<file path="src/rtl/reg_file_8x.sv">
// Eight-entry register file: one-hot write select, two registered read ports, 1-cycle read latency.
// No backpressure; malformed write selects are dropped and flagged on the sticky wr_err.
module reg_file_8x #(
  parameter int WIDTH = 16,
  parameter int NREG  = 8,
  parameter int AW    = 3
) (
  input  logic             clk,
  input  logic             rst,
  input  logic             wr_en,
  input  logic [NREG-1:0]  wr_sel,
  input  logic [WIDTH-1:0] wr_data,
  input  logic             rd_en,
  input  logic [AW-1:0]    rd_addr_a,
  input  logic [AW-1:0]    rd_addr_b,
  output logic [WIDTH-1:0] rd_data_a,
  output logic [WIDTH-1:0] rd_data_b,
  output logic             rd_valid,
  output logic             wr_err,
  input  logic             err_clr
);

  logic [WIDTH-1:0] regs_q [NREG];
  logic [WIDTH-1:0] regs_d [NREG];
  logic [WIDTH-1:0] rd_data_a_q, rd_data_a_d;
  logic [WIDTH-1:0] rd_data_b_q, rd_data_b_d;
  logic             rd_valid_q, rd_valid_d;
  logic             wr_err_q, wr_err_d;
  logic             sel_onehot;
  logic             wr_ok;
  logic             wr_bad;

  always_comb begin
    sel_onehot = (wr_sel != '0) && ((wr_sel & (wr_sel - NREG'(1))) == '0);
    wr_ok      = wr_en && sel_onehot;
    wr_bad     = wr_en && !sel_onehot;

    for (int i = 0; i < NREG; i++) begin
      regs_d[i] = (wr_ok && wr_sel[i]) ? wr_data : regs_q[i];
    end

    // Reading the next-state array gives write-through for free; a dropped write leaves it unchanged.
    rd_valid_d  = rd_en;
    rd_data_a_d = rd_en ? regs_d[rd_addr_a] : rd_data_a_q;
    rd_data_b_d = rd_en ? regs_d[rd_addr_b] : rd_data_b_q;

    // Set dominates clear when both happen on the same edge.
    wr_err_d = wr_bad | (wr_err_q & ~err_clr);
  end

  always_ff @(posedge clk) begin
    if (rst) begin
      for (int i = 0; i < NREG; i++) begin
        regs_q[i] <= '0;
      end
      rd_data_a_q <= '0;
      rd_data_b_q <= '0;
      rd_valid_q  <= 1'b0;
      wr_err_q    <= 1'b0;
    end else begin
      for (int i = 0; i < NREG; i++) begin
        regs_q[i] <= regs_d[i];
      end
      rd_data_a_q <= rd_data_a_d;
      rd_data_b_q <= rd_data_b_d;
      rd_valid_q  <= rd_valid_d;
      wr_err_q    <= wr_err_d;
    end
  end

  assign rd_data_a = rd_data_a_q;
  assign rd_data_b = rd_data_b_q;
  assign rd_valid  = rd_valid_q;
  assign wr_err    = wr_err_q;

endmodule

</file>
<file path="config.mk">
export PLATFORM = sky130hd
export DESIGN_NAME = reg_file_8x
export DESIGN_NICKNAME = d
export VERILOG_FILES = /design/src/rtl/reg_file_8x.sv
export SDC_FILE = /design/constraint.sdc
export NUM_CORES = 1
export LEC_CHECK = 0
export ABC_AREA = 1
export CAP_MARGIN = 20
export CORE_ASPECT_RATIO = 0.7
export CORE_MARGIN = 1
export CORE_UTILIZATION = 31
export DETAILED_ROUTE_END_ITERATION = 16
export HOLD_SLACK_MARGIN = 0.06
export PLACE_DENSITY = 0.57
export SLEW_MARGIN = 10
export SYNTH_ARGS = -nofsm -noshare
export SYNTH_HDL_FRONTEND = slang
export SYNTH_SLANG_ARGS = --single-unit
</file>
<file path="constraint.sdc">
create_clock -name clk -period 2.4 [get_ports clk]
set_input_delay 0.48 -clock clk [delete_from_list [all_inputs] [get_ports clk]]
set_output_delay 0.48 -clock clk [all_outputs]
set_load 0.1 [all_outputs]
</file>
==> flow_summary.yaml <==
final_layout:
  regArea_um2: 3240
  fin_area_um2: 11800
  drive_gt1_share_pct: 23.0
  syn_to_final_growth_pct: 36.6
  fill_cells: 2740
  layout.nets: 1503
  multi_input_area_um2: 4860
  final_cells: 1845
  n_antenna_cell: 0
logic_synthesis:
  ys_warn_count: 0
  synthAdderAreaFrac_pct: 0
  synth_cell_types: 17
  synthTopCellsByCount: "nand3_1, nand2_1, dfxtp_1"
  synth_compound_area_share_pct: 11.3
  synthFlopType: "dfxtp_1"
  syn_area_per_cell_um2: 6.78
  synth_area_leader_cell: "dfxtp_1"
  synth.cell_area_um2: 8660
  synth_most_common_cell: "nand3_1"
  synth.area.mux_share_pct: 0
  synth_area_leaders: "dfxtp_1, nand3_1, a21oi_1, nand4_1, nand2_1"
  synth.top_cell.area_share_pct: 37.4
  yosys.area_share.simple_pct: 43.7
  synth_nets: 1313
  async_flop_share_pct: 0
  synthCells: 1278
  synth_edf_count: 0
  synth_top_family_by_area: "simple AND/OR/NAND/NOR gates"
  ys_seq_elements: 162
  synthXorXnorAreaFrac_pct: 0
  yosysSeqAreaShare_pct: 37.4
worst_setup_path:
  crit_family: "simple AND/OR/NAND/NOR gates"
  cp_slowest_stage_delay_ns: 0.28
  path_buf_inv: 6
  crit_fanout: 6
  reg2reg_from: "regs_q[0][17]$_SDFF_PP0_"
  r2r_cells: 6
  worstSetupStartpointType: "primary input"
  endpoint_kind: "flop"
  path_common_cell: "nand2_1"
  r2r_slack_ns: 1.36
  arrival_ns: 2.62
  slowest_stage: "dlygate4sd2_1"
  r2r_end: "rd_data_b[1]$_SDFFE_PP0P_"
  setup.worst_path.class: "in2reg"
  crit_chain: "dlygate4sd2_1, buf_4, nand2_1, nand2_1, nand2_1, nand2_1, inv_1, nand3_2, nor2_4, buf_12, nand3_1, buf_6, buf_4, nand2_1, nand3_1, nand3_2, nand3_1, nand2_1, a21oi_1"
  crit_required_ns: 2.74
global_routing:
  grt_pass1_vias: 9566
  grt_antenna_before_repair: 0
  grt_use_total_pct: 26.6
  grt_overflow: 0
  use_met1_pct: 38.5
  grtUsageMet2_pct: 37.5
  grtUsageMet3_pct: 6.89
  grt_max_degree: 131
  gr-max-usage-layer: "met1"
  grt_first_pass_wirelength_um: 57900
cts:
  cts_tree: "yes"
  insertion_delay_ns: 0.45
  cts_buffers: 17
  hold_buffers: 0
  cts_sinks: 162
  cts_root_buf: "clkbuf_16"
  clk_pin_slew_ns: 0.08
  htreeDepth: 4
  clockBufferDepth: 2
drt:
  routed_wl_um: 38800
  first_pass_iters: 6
  wl_per_cell_um: 21.0
  route.detailed.drc: 0
  via_per_inst: 5.85
  route.vias.total: 10800
  drtIter0Drc: 1250
  postRouteAntennaNets: 0
sta:
  finalSetupTns_ns: 0
  maxSlewViolCount: 0
  period_needed_ns: 2.28
  finalSetupViolCount: 0
  finalCritPeriodShare_pct: 95.0
  slew_headroom_pct: 48.9
  skew_ns: 0.0117
  fmax_mhz: 439
  hold_violations: 0
  worstMarginPinSlew_ns: 0.767
flow_run:
  max_cap_violations: 0
placement:
  port_buffers: 68
  routabilityCongestion: 0.862
  dp.final_hpwl_um: 24200
  dp.cells: 1806
  placed_cell_area_um2: 11000
floorplan:
  die_w_um: 202
  fp.coreArea_um2: 27100
  io_pins: 69
  initial_core_util_pct: 32.0
  rows: 50
  die_area_um2: 28600
  die_h_um: 142
hold_path:
  whs_endpoint: "wr_err$_SDFF_PP0_"
  hp-start: "wr_err$_SDFF_PP0_"
  hold_depth: 2
  min_path_type: "reg2reg"
pwr:
  peakVddDrop_uv: 395
  p_leak_nw: 4.92
  power_density_nw_per_um2: 571
outcome:
  status: "finished, final reports clean"
-- state kept, by name (all words and copies together) (netlist names) --
| signal | flops |
|---|---|
| regs_q | 128 |
| rd_data_a | 16 |
| rd_data_b | 16 |
| rd_valid | 1 |
| wr_err | 1 |
-- cell families after synthesis --
kind of cell / count (synthesis)
AOI/OAI and AO/OA: 195
buffers and inverters: 154
DFF: 162
and+or+nand+nor: 767
-- routing by layer --
layer	vias up	wire length [um]
met3	83	4120
met1	5043	17500
met2	628	16000
met4	0	1110
met5	-	0
li1	5041	-
-- power by group --
part / total [W] / internal [W] / switching [W]
sequential: 0.00278 / 0.00274 / 0.0000451
clock: 0.00267 / 0.00136 / 0.00131
combinational: 0.00130 / 0.000355 / 0.000950
total: 0.00675 / 0.00445 / 0.00231
-- cell type report --
cell class                 instances  area share [%]
multi-input combinational        962            41.1
sequential                       162            27.4
timing repair buffer             311            22.5
tap                              364            3.85
clock buffer                      17            3.60
clock inverter                    15            1.07
inverter                          14           0.444
-- tightest hold or removal path: cells and delay by family, from the launching register on --
family | cells | cell delay [ns]
flip-flops | 1 | 0.31
AND/OR/NAND/NOR | 1 | 0.07
AO/OA/AOI/OAI | 1 | 0.06
-- worst max-delay path by stage --
stage	start	to	slack, ns	depth (start not counted)
after floorplan	wr_sel[1]	rd_data_b[10]$_SDFFE_PP0P_	0.15	14
after global placement	wr_sel[0]	rd_data_a[5]$_SDFFE_PP0P_	-0.55	18
after detailed placement	wr_sel[0]	rd_data_b[1]$_SDFFE_PP0P_	-0.59	16
after CTS	wr_sel[0]	rd_data_b[2]$_SDFFE_PP0P_	0.06	17
after global routing	wr_sel[1]	rd_data_a[15]$_SDFFE_PP0P_	-0.0008	18
final	wr_sel[1]	rd_data_b[1]$_SDFFE_PP0P_	0.12	19
-- cells in the final DEF (no fill, tap or decap), types with 3 or more instances in the layout --
cell type and count:
nand3_1 447, buf_4 254, nand2_1 168, dfxtp_1 162
a21oi_1 161, nand4_1 128, o21ai_0 33, clkdlybuf4s50_1 21
clkbuf_16 18, buf_12 16, inv_1 12, nand3_2 10
inv_6 6, buf_6 6, nor2_1 5, clkbuf_2 4
clkinv_4 3, buf_2 3, dlygate4sd2_1 3
-- stage by stage --
| step | hold slack [ns] | power [W] | util, % | setup slack (ns) |
|---|---|---|---|---|
| floorplan | 0.469 | 0.00365 | - | 0.149 |
| global placement | 0.460 | 0.00410 | 40.8 | -0.552 |
| detailed placement | 0.474 | 0.00410 | 40.8 | -0.590 |
| CTS | 0.468 | 0.00677 | 43.2 | 0.0649 |
| global route | 0.487 | 0.00698 | 43.7 | -0.000752 |
| finish | 0.479 | 0.00675 | 43.7 | 0.120 |
-- timing repair --
action / CTS / global route
pin swaps: 3 / 8
setup endpoints to repair: 27 / 32
cloned: 2 / 1
gates resized for setup: 16 / 30
buffers inserted: 2 / 2
Power figures use the tool's default switching activity.
